`src/rtl/tt_lut_seq.sv`:
```
// Programmable registered truth table: NUM_IN-input x NUM_OUT-output LUT, runtime-loadable, with full-table sweep.
// Latency: one cycle from an accepted in_vec (or sweep step) to out_valid/out_vec/out_idx.
// Backpressure: the single output register holds while out_valid && !out_ready; in_ready and sweep stepping stall.
// Ports: cfg_valid/cfg_ready/cfg_addr/cfg_data load entries (IDLE only); in_valid/in_ready/in_vec request evaluation;
//        sweep_start starts a full-table sweep, busy marks SWEEP; out_valid/out_ready/out_vec/out_idx/out_last carry results.
module tt_lut_seq #(
   parameter int                 NUM_IN    = 3,
   parameter int                 NUM_OUT   = 2,
   parameter logic [NUM_OUT-1:0] RESET_VAL = '0
) (
   input  logic               clk,
   input  logic               rst_n,
   input  logic               cfg_valid,
   output logic               cfg_ready,
   input  logic [NUM_IN-1:0]  cfg_addr,
   input  logic [NUM_OUT-1:0] cfg_data,
   input  logic               in_valid,
   output logic               in_ready,
   input  logic [NUM_IN-1:0]  in_vec,
   input  logic               sweep_start,
   output logic               busy,
   output logic               out_valid,
   input  logic               out_ready,
   output logic [NUM_OUT-1:0] out_vec,
   output logic [NUM_IN-1:0]  out_idx,
   output logic               out_last
);

   localparam int DEPTH = 1 << NUM_IN;
   // One spare bit so the counter cannot wrap before the last beat is seen.
   localparam int CNT_W = NUM_IN + 1;
   localparam logic [CNT_W-1:0] LAST_CNT = CNT_W'(DEPTH - 1);

   typedef enum logic {ST_IDLE = 1'b0, ST_SWEEP = 1'b1} state_t;

   state_t             state_q, state_d;
   logic [NUM_OUT-1:0] tbl_q [DEPTH];
   logic [CNT_W-1:0]   cnt_q, cnt_d;
   logic               out_valid_q, out_valid_d;
   logic [NUM_OUT-1:0] out_vec_q, out_vec_d;
   logic [NUM_IN-1:0]  out_idx_q, out_idx_d;
   logic               out_last_q, out_last_d;

   logic adv;
   logic cnt_last;
   logic sweep_ld;
   logic eval_fire;
   logic cfg_fire;

   // Output register may take a new value when empty or being drained.
   assign adv      = !out_valid_q || out_ready;
   assign cnt_last = (cnt_q == LAST_CNT);

   // ---------------- FSM: state register ----------------
   always_ff @(posedge clk or negedge rst_n) begin
      if (!rst_n) begin
         state_q <= ST_IDLE;
      end else begin
         state_q <= state_d;
      end
   end

   // ---------------- FSM: next state ----------------
   always_comb begin
      state_d = state_q;
      case (state_q)
         ST_IDLE:  if (sweep_start) state_d = ST_SWEEP;
         // Leave only once the final beat has actually been loaded.
         ST_SWEEP: if (adv && cnt_last) state_d = ST_IDLE;
         default:  state_d = ST_IDLE;
      endcase
   end

   // ---------------- FSM: outputs ----------------
   always_comb begin
      in_ready  = 1'b0;
      cfg_ready = 1'b0;
      busy      = 1'b0;
      sweep_ld  = 1'b0;
      case (state_q)
         ST_IDLE: begin
            in_ready  = adv;
            cfg_ready = 1'b1;
         end
         ST_SWEEP: begin
            busy     = 1'b1;
            sweep_ld = adv;
         end
         default: begin
            in_ready = 1'b0;
         end
      endcase
   end

   assign eval_fire = in_valid && in_ready;
   assign cfg_fire  = cfg_valid && cfg_ready;

   // ---------------- datapath next state ----------------
   always_comb begin
      cnt_d       = cnt_q;
      out_valid_d = out_valid_q;
      out_vec_d   = out_vec_q;
      out_idx_d   = out_idx_q;
      out_last_d  = out_last_q;

      if (state_q == ST_IDLE && sweep_start) begin
         cnt_d = '0;
      end else if (sweep_ld) begin
         cnt_d = cnt_q + CNT_W'(1);
      end

      // Table is read before any same-cycle config write lands (read-before-write).
      if (eval_fire) begin
         out_valid_d = 1'b1;
         out_vec_d   = tbl_q[in_vec];
         out_idx_d   = in_vec;
         out_last_d  = 1'b0;
      end else if (sweep_ld) begin
         out_valid_d = 1'b1;
         out_vec_d   = tbl_q[cnt_q[NUM_IN-1:0]];
         out_idx_d   = cnt_q[NUM_IN-1:0];
         out_last_d  = cnt_last;
      end else if (adv) begin
         out_valid_d = 1'b0;
      end
   end

   // ---------------- registers ----------------
   always_ff @(posedge clk or negedge rst_n) begin
      if (!rst_n) begin
         cnt_q       <= '0;
         out_valid_q <= 1'b0;
         out_vec_q   <= '0;
         out_idx_q   <= '0;
         out_last_q  <= 1'b0;
      end else begin
         cnt_q       <= cnt_d;
         out_valid_q <= out_valid_d;
         out_vec_q   <= out_vec_d;
         out_idx_q   <= out_idx_d;
         out_last_q  <= out_last_d;
      end
   end

   always_ff @(posedge clk or negedge rst_n) begin
      if (!rst_n) begin
         for (int i = 0; i < DEPTH; i++) begin
            tbl_q[i] <= RESET_VAL;
         end
      end else if (cfg_fire) begin
         tbl_q[cfg_addr] <= cfg_data;
      end
   end

   assign out_valid = out_valid_q;
   assign out_vec   = out_vec_q;
   assign out_idx   = out_idx_q;
   assign out_last  = out_last_q;

endmodule

```
`config.mk`:
```
export PLATFORM = sky130hd
export DESIGN_NAME = tt_lut_seq
export DESIGN_NICKNAME = d
export VERILOG_FILES = /design/src/rtl/tt_lut_seq.sv
export SDC_FILE = /design/constraint.sdc
export NUM_CORES = 1
export LEC_CHECK = 0
export BUFFER_PORTS_ARGS = -buffer_cell sky130_fd_sc_hd__buf_2
export CAP_MARGIN = 20
export CORE_ASPECT_RATIO = 1.2
export CORE_MARGIN = 1.5
export CORE_UTILIZATION = 55
export DETAILED_ROUTE_END_ITERATION = 7
export PLACE_DENSITY = 0.78
export SLEW_MARGIN = 20
export SYNTH_ARGS = -nofsm -noshare
export SYNTH_HDL_FRONTEND = slang
export SYNTH_SLANG_ARGS = --single-unit
export TNS_END_PERCENT = 10
```
`constraint.sdc`:
```
create_clock -name clk -period 2.1 [get_ports clk]
set_clock_uncertainty 0.15 [all_clocks]
set_input_delay 0.105 -clock clk [delete_from_list [all_inputs] [get_ports clk]]
set_output_delay 0.105 -clock clk [all_outputs]
set_load 0.03 [all_outputs]
```
==> results of run 1 <==
==> cells in the final DEF, fill, tap and decap left out, drive strengths merged <==
| cell type | count |
|---|---|
| and3 | 2 |
| a31oi | 1 |
| ha | 1 |
| dfrtp | 28 |
| and2 | 2 |
| nor2 | 2 |
| nor3 | 2 |
| mux2 | 16 |
| nand3 | 5 |
| nand2b | 3 |
| inv | 1 |
| nand4b | 1 |
| o21a | 1 |
| a22oi | 2 |
| nor3b | 3 |
| a21oi | 1 |
| dlygate4sd3 | 8 |
| clkbuf | 3 |
| o21ai | 4 |
| nand3b | 2 |
| mux4 | 8 |
| a221oi | 2 |
| nand4 | 1 |
| nand2 | 14 |
| xor2 | 1 |
| buf | 23 |
| mux2i | 5 |
==> worst max-delay path: stages, from the launching register on <==
cell and delay (ns):
dfrtp_1 0.49, inv_2 0.12, nand3_1 0.12, nor3b_1 0.33
mux2_2 0.38
==> path summary, 6_finish.rpt <==
check / start / to / slack, ns
setup / recovery: state_q / tbl_q[4] / 0.42
hold reg to reg: out_idx[0] / out_idx[0] / 0.34
setup reg to reg: state_q / tbl_q[4] / 0.42
max in group asynchronous: rst_n / tbl_q[13] / 1.25
hold / removal: cfg_valid / tbl_q[13] / 0.07
min in group asynchronous: rst_n / out_last / 0.16
==> metrics by stage <==
stage / hold slack (ns) / std cells
6_report: 0.0740 / 175
5_1_grt: 0.0546 / 175
4_1_cts: 0.0613 / 175
3_5_place_dp: 0.00306 / 164
3_3_place_gp: -0.000644 / 164
2_1_floorplan: -0.341 / 114
==> area by class of cell <==
class,count,area [um^2]
fillers,201,835
clock buffers,3,22.5
repair buffers,31,195
well taps,33,41.3
flip-flops and latches,28,701
inverters,1,3.75
multi-input cells,79,729
==> report_power, final <==
group          leakage (nW)  switching [mW]  internal (mW)
Sequential            0.360           0.185          0.722
Combinational         0.460           0.319          0.337
Clock                0.0138           0.147         0.0672
==> cell usage after synthesis (all sizes together) (3+ instances only) <==
cell    count  area share, %
mux2       16             12
nand3       5            1.7
nand2b      3            1.3
nor3b       3            1.9
nand2      14            3.6
o21ai       4            1.4
mux2i       5            3.4
dfrtp      28             48
clkbuf      3           0.76
mux4        8             14
buf         3            1.9
==> flip-flops by register name (all words and copies together) (netlist names) <==
| signal | cells |
|---|---|
| tbl_q | 16 |
| cnt_q | 4 |
| out_idx | 3 |
| out_vec | 2 |
| out_last | 1 |
| out_valid | 1 |
| state_q | 1 |
==> kinds of logic (layout without fill, tap and decap cells) <==
group	count (synthesis)	after routing	share of synthesized area, %
muxes	29	29	29.9
xor gates and xnor gates	1	1	0.595
buffers and inverters	7	35	2.89
DFF	28	28	47.6
AOI/OAI and AO/OA	11	11	4.84
adders and majority gates	1	1	0.849
and+or+nand+nor	37	37	13.3
==> repair_timing <==
action | 4_1_cts | 5_1_grt
setup buffers | 0 | 0
hold buffers | 8 | 0
setup endpoints to repair | 0 | 0
hold endpoints to repair | 50 | 0
==> routing by layer <==
| layer | global-route usage (%) | vias to the layer above | part of all wire, % |
|---|---|---|---|
| met5 | 0 | - | 0 |
| met3 | 2.50 | 4 | 2.6 |
| met1 | 24.8 | 512 | 43 |
| met4 | 9.92 | 0 | 1.5 |
| li1 | - | 490 | - |
| met2 | 38.2 | 23 | 53 |
==> impl_metrics.yaml, run 1 <==
status:
  status: "finished, final reports clean"
critical_path:
  worstPathMaxFanout: 7
  start_kind: "flop"
  critPathCaptureType: "flop"
  criticalPathCategory: "flop to flop"
  critPathRequiredTime_ns: 2.17
  critPathArrivalTime_ns: 1.76
  rr_worst_depth: 4
clock_network:
  clock-root-buffer: "clkbuf_4"
  clock_latency_ns: 0.32
  clockBufferDepth: 2
  cts_resized: 0
  path_clk_slew_ns: 0.14
  cts_made_buffers: 3
  tritoncts: "built"
  htree_levels: 1
  numClockSinks: 28
timing:
  tightest_slew_ns: 0.612
  rsz0062_at_grt: "false"
  hold_viol: 0
  setup_viol: 0
  period_share_pct: 80.0
  maxSlewViolCount: 0
  relSlewSlack_pct: 59.2
  tns_ns: 0
  setup_slack_ns: 0.419
  fmax_ghz: 0.595
  layout_min_cycle_time_ns: 1.68
die:
  dieWidth_um: 50.2
  num_rows: 20
  die-area_mm2: 0.00300
  coreArea_mm2: 0.00253
  start_util_pct: 58.3
  die_h_um: 59.7
  ios: 24
drt:
  viasPerCell: 5.88
  vias: 1029
  drtPass1Iterations: 4
  drtIter0Drc: 18
  drc_errors: 0
  wirelength_mm: 2.79
  routedWlPerCell_um: 15.9
  antenna_left: 0
synth:
  postSynthAreaPerCell_um2: 12.9
  synth_seq_cells: 28
  netlist_instances: 114
  yosys.cell_types.count: 28
  synth_flop_cell: "dfrtp_1"
  syn_area_mm2: 0.00147
  synth_nets: 129
  yosysWarnings: 0
  synth_edf_count: 0
  seq_area_frac_synth_pct: 47.6
  ys_async_sr_fraction_pct: 100
global_routing:
  grt_pass1_wl_mm: 4.64
  grt_max_degree: 29
  antenna_found_initial: 0
  grt.total_usage_pct: 21.0
  gr-total-overflow: 0
  grt_pass1_vias: 1012
power:
  finalPower_mw: 1.78
  p_leak_nw: 0.834
  peakVddDrop_v: 0.000683
  power_density_mw_per_mm2: 1050
placement:
  dpl.hpwl_mm: 2.10
  port_buffers: 23
  post-place-ws_ns: 0.447
  dpl-instance-area_mm2: 0.00159
  gp_congestion: 0.877
min_path:
  hold_class: "input port to flop"
  holdPathStages: 3
finish:
  postLayoutCoreUtil_pct: 67.0
  layout-drive-gt1-share_pct: 31.0
  stdcell_area_mm2: 0.00169
  fin_nets: 159
  diodes: 0
  syn2layout_area_growth_pct: 15.0
flow_run:
  cap_violations: 0
Power figures use the tool's default switching activity.
==> inputs of run 2 (changes only) <==
--- a/config.mk
+++ b/config.mk
@@ -9,9 +9,9 @@
 export CAP_MARGIN = 20
 export CORE_ASPECT_RATIO = 1.2
 export CORE_MARGIN = 1.5
-export CORE_UTILIZATION = 55
+export CORE_UTILIZATION = 50
 export DETAILED_ROUTE_END_ITERATION = 7
-export PLACE_DENSITY = 0.78
+export PLACE_DENSITY = 0.75
 export SLEW_MARGIN = 20
 export SYNTH_ARGS = -nofsm -noshare
 export SYNTH_HDL_FRONTEND = slang
==> constraint.sdc (replaced) <==
create_clock -name clk -period 1.4 [get_ports clk]
set_clock_uncertainty 0.15 [all_clocks]
set_input_delay 0.07 -clock clk [delete_from_list [all_inputs] [get_ports clk]]
set_output_delay 0.07 -clock clk [all_outputs]
set_load 0.03 [all_outputs]
==> impl_metrics.yaml, run 2 (synthesis gave the netlist of run 1 again) <==
finish:
  layout-drive-gt1-share_pct: 45.1
  final_common_cell: "dfrtp_1"
  stdcell_area_mm2: 0.00185
  syn2layout_area_growth_pct: 25.5
  fin_nets: 169
  top_register: "tbl_q"
  largest_reg_flops: 16
  stdcell_count: 187
  layout_common_cells: "dfrtp_1, buf_2, mux2_2, nand2_1"
  diodes: 0
placement:
  port_buffers: 23
  gp_congestion: 0.789
  dp.cells: 174
  dpl-instance-area_mm2: 0.00169
  post-place-ws_ns: -0.153
  dpl.hpwl_mm: 2.42
critical_path:
  worstSetupStartpoint: "state_q"
  worstPathMaxFanout: 5
  critPathRequiredTime_ns: 1.49
  critical_path.cell_chain: "nor3b_2 -> buf_4 -> nand3b_1 -> mux2_2"
  rr_worst_depth: 4
  critPathMaxStageDelay_ns: 0.47
  critical_path_depth: 4
  start_kind: "flop"
  r2r-start: "state_q"
  cp_slowest_cell: "dfrtp_2"
  criticalPathCategory: "flop to flop"
  critPathArrivalTime_ns: 1.61
  cpLargestDelayFamily: "flip-flops"
  critPathCaptureType: "flop"
  path_buf_inv: 1
clock_network:
  cts_setup_buffers: 0
  htree_levels: 1
  numClockSinks: 28
  cts_made_buffers: 3
  clock-root-buffer: "clkbuf_4"
  clock_latency_ns: 0.33
  path_clk_slew_ns: 0.15
  clockBufferDepth: 2
  tritoncts: "built"
timing:
  maxSlewViolCount: 0
  hold_viol: 0
  layout_min_cycle_time_ns: 1.52
  setup_slack_ns: -0.118
  fmax_ghz: 0.659
  period_share_pct: 108
  rsz0062_at_grt: "true"
  setup_viol: 15
  relSlewSlack_pct: 75.3
  fin_hold_ws_ns: 0.0371
  tightest_slew_ns: 0.369
global_routing:
  grt.total_usage_pct: 22.0
  use_met1_pct: 26.5
  grt_pass1_wl_mm: 5.28
  grt_pass1_vias: 1106
  gr-total-overflow: 0
  grt_max_degree: 16
  met2_usage_pct: 38.3
  antenna_found_initial: 0
  met3_usage_pct: 2.63
  busiest_layer: "met2"
die:
  coreArea_mm2: 0.00279
  dieWidth_um: 52.5
  num_rows: 21
  start_util_pct: 52.9
  die_h_um: 62.5
  die-area_mm2: 0.00328
  ios: 24
drt:
  antenna_left: 0
  viasPerCell: 5.80
  drtPass1Iterations: 4
  drtIter0Drc: 19
  vias: 1084
  wirelength_mm: 3.19
  drc_errors: 0
  routedWlPerCell_um: 17.1
min_path:
  hold_class: "input port to flop"
  hold_start: "cfg_addr[2]"
  holdPathStages: 3
power:
  finalPower_mw: 2.90
  p_leak_nw: 0.874
  peakVddDrop_v: 0.00101
  power_density_mw_per_mm2: 1570
flow_run:
  cap_violations: 0
status:
  status: "finished with violations"
  violations: "negative setup slack"
[run 2: cell types whose count changed in the layout (fill, tap and decap cells not counted), sizes merged]
cell	delta
dlygate4sd3	+1
clkinv	+1
clkbuf	+1
buf	+9
inv	-1
[run 2: layout make-up]
cell class	instances	area, um^2
Tap cell	34	42.5
Fill cell	221	937
Timing Repair Buffer	41	285
Clock buffer	4	36.3
Inverter	1	8.76
Sequential cell	28	703
Multi-Input combinational cell	79	772
[run 2: per-stage QoR]
step	TNS, ns	utilization (%)
3_5_place_dp	-1.46	60.6
5_1_grt	-2.51	66.4
3_3_place_gp	-0.957	60.6
6_report	-1.17	66.4
4_1_cts	-1.36	65.5
2_1_floorplan	-1.50	-
[run 2: timing repair]
| action | in CTS | in global routing |
|---|---|---|
| resized for setup | 14 | 7 |
| pin swaps | 1 | 3 |
| setup endpoints to repair | 22 | 27 |
| gates cloned | 0 | 0 |
| hold buffers | 9 | 0 |
| endpoints found under the hold margin | 55 | 0 |
[run 2: worst reg2reg max path, stage by stage, from the launching register on]
cell	delay, ns
dfrtp_2	0.47
nor3b_2	0.19
buf_4	0.15
nand3b_1	0.15
mux2_2	0.31
[run 2: path summary, 6_finish.rpt]
kind	slack (ns)	to
max	-0.12	tbl_q[6]
min in group asynchronous	0.07	cnt_q[0]
max reg2reg	-0.12	tbl_q[6]
min reg2reg	0.34	out_idx[1]
min	0.04	tbl_q[9]
max in group asynchronous	0.22	state_q
[run 2: per-layer routing]
layer  vias to the layer above  part of all wire (%)
li1                        511                     -
met4                         0                   4.0
met2                        29                    53
met5                         -                     0
met1                       533                    40
met3                        11                   2.8
[run 2: where the power goes]
part           switching, mW  leakage [nW]  total (mW)  internal, mW
sequential             0.286         0.359        1.37          1.09
clock                  0.232        0.0210       0.392         0.159
combinational          0.536         0.494        1.13         0.597
==> inputs of run 3 (changes only) <==
--- a/config.mk
+++ b/config.mk
@@ -8,7 +8,7 @@
 export BUFFER_PORTS_ARGS = -buffer_cell sky130_fd_sc_hd__buf_2
 export CAP_MARGIN = 20
 export CORE_ASPECT_RATIO = 1.2
-export CORE_MARGIN = 1.5
+export CORE_MARGIN = 4
 export CORE_UTILIZATION = 50
 export DETAILED_ROUTE_END_ITERATION = 7
 export PLACE_DENSITY = 0.75
==> impl_metrics.yaml, run 3 (synthesis gave the netlist of run 1 again) <==
status:
  status: "finished with violations"
  violations: "negative setup slack"
critical_path:
  critPathRequiredTime_ns: 1.47
  criticalPathCategory: "flop to flop"
  worstPathMaxFanout: 4
  critPathArrivalTime_ns: 1.58
  reg2reg_slack_ns: -0.11
  critPathCaptureType: "flop"
  start_kind: "flop"
finish:
  diodes: 0
  layout-drive-gt1-share_pct: 46.4
  largest_reg_flops: 16
  stdcell_count: 187
  final_common_cell: "dfrtp_1"
  fin_nets: 169
  layout_common_cells: "dfrtp_1, buf_2, mux2_2, nand2_1, dlygate4sd3_1"
  top_register: "tbl_q"
  syn2layout_area_growth_pct: 24.9
clock_network:
  path_clk_slew_ns: 0.14
  htree_levels: 1
  tritoncts: "built"
  clockBufferDepth: 2
  clock_latency_ns: 0.33
  cts_made_buffers: 3
  clock-root-buffer: "clkbuf_4"
  numClockSinks: 28
power:
  p_leak_nw: 0.859
  finalPower_mw: 2.91
  peakVddDrop_v: 0.00108
  power_density_mw_per_mm2: 1580
global_routing:
  grt.total_usage_pct: 18.7
  antenna_found_initial: 0
  grt_pass1_wl_mm: 5.43
  gr-total-overflow: 0
  grt_pass1_vias: 1130
  grt_max_degree: 16
placement:
  dp.cells: 173
  gp_congestion: 0.791
  dpl.hpwl_mm: 2.52
  port_buffers: 23
drt:
  highest-signal-layer: "met4"
  vias: 1093
  met3WireLength_um: 145
  antenna_left: 0
  routedWlPerCell_um: 17.5
  drtPass1Iterations: 6
  wl_met2_mm: 1.78
  viasPerCell: 5.84
  drtIter0Drc: 16
  drt-met1-wl_mm: 1.29
  wirelength_mm: 3.27
  drc_errors: 0
timing:
  tightest_slew_ns: 0.337
  tns_ns: -1.02
  period_share_pct: 108
  relSlewSlack_pct: 77.3
  rsz0062_at_grt: "true"
  hold_viol: 0
  fin_hold_ws_ns: 0.0163
  fmax_ghz: 0.662
  layout_min_cycle_time_ns: 1.51
  maxSlewViolCount: 0
  setup_viol: 17
  setup_slack_ns: -0.111
die:
  dieWidth_um: 57.5
  num_rows: 21
  coreArea_mm2: 0.00281
  start_util_pct: 52.4
  die_h_um: 67.5
  die-area_mm2: 0.00388
  ios: 24
min_path:
  hold_class: "input port to flop"
flow_run:
  cap_violations: 0
[run 3: per-layer routing]
metal | track usage, % | up-vias
met5 | 0 | -
met2 | 34.5 | 25
met4 | 5.51 | 0
li1 | - | 511
met3 | 3.63 | 6
met1 | 21.8 | 551
[run 3: cell type report]
cell class              instances  area [um^2]
fillers                       213          972
multi-input cells              79          763
flip-flops and latches         28          703
repair buffers                 41          295
well taps                      34         42.5
clock buffers                   4         26.3
inverters                       1         8.76
[run 3: power by group]
part | leakage [nW] | internal [mW] | switching [mW] | total (mW)
clock | 0.0150 | 0.112 | 0.225 | 0.337
combinational | 0.486 | 0.629 | 0.554 | 1.18
sequential | 0.359 | 1.09 | 0.301 | 1.39
total | 0.859 | 1.83 | 1.08 | 2.91
[run 3: worst max-delay path, cell delays in order, from the launching register on]
cell      delay [ns]
dfrtp_2         0.47
clkinv_4        0.08
nand3_4         0.09
nor3b_4         0.25
mux2_2          0.37
[run 3: timing repair]
item,4_1_cts,5_1_grt
hold endpoints to repair,54,0
gates resized for setup,16,9
gates cloned,0,0
buffers inserted,1,0
endpoints found under the setup margin,20,22
hold buffers,9,0
pin swaps,3,0
[run 3: through the flow]
step                cell area [um^2]  worst slack (ns)  utilization, %
floorplan                       1500            -0.155               -
global placement                1680           -0.0955            59.8
detailed placement              1680            -0.181            59.8
CTS                             1810            -0.112            64.4
global route                    1840            -0.166            65.4
finish                          1840            -0.111            65.4
[run 3: worst paths after layout]
| kind | startpoint | endpoint | cells past startpoint |
|---|---|---|---|
| setup / recovery | state_q | tbl_q[9] | 4 |
| hold / removal | cfg_valid | tbl_q[12] | 3 |
| setup reg to reg | state_q | tbl_q[9] | 4 |
| hold reg to reg | out_idx[1] | out_idx[1] | 2 |
| max in group asynchronous | rst_n | cnt_q[0] | 3 |
| min in group asynchronous | rst_n | out_valid | 3 |
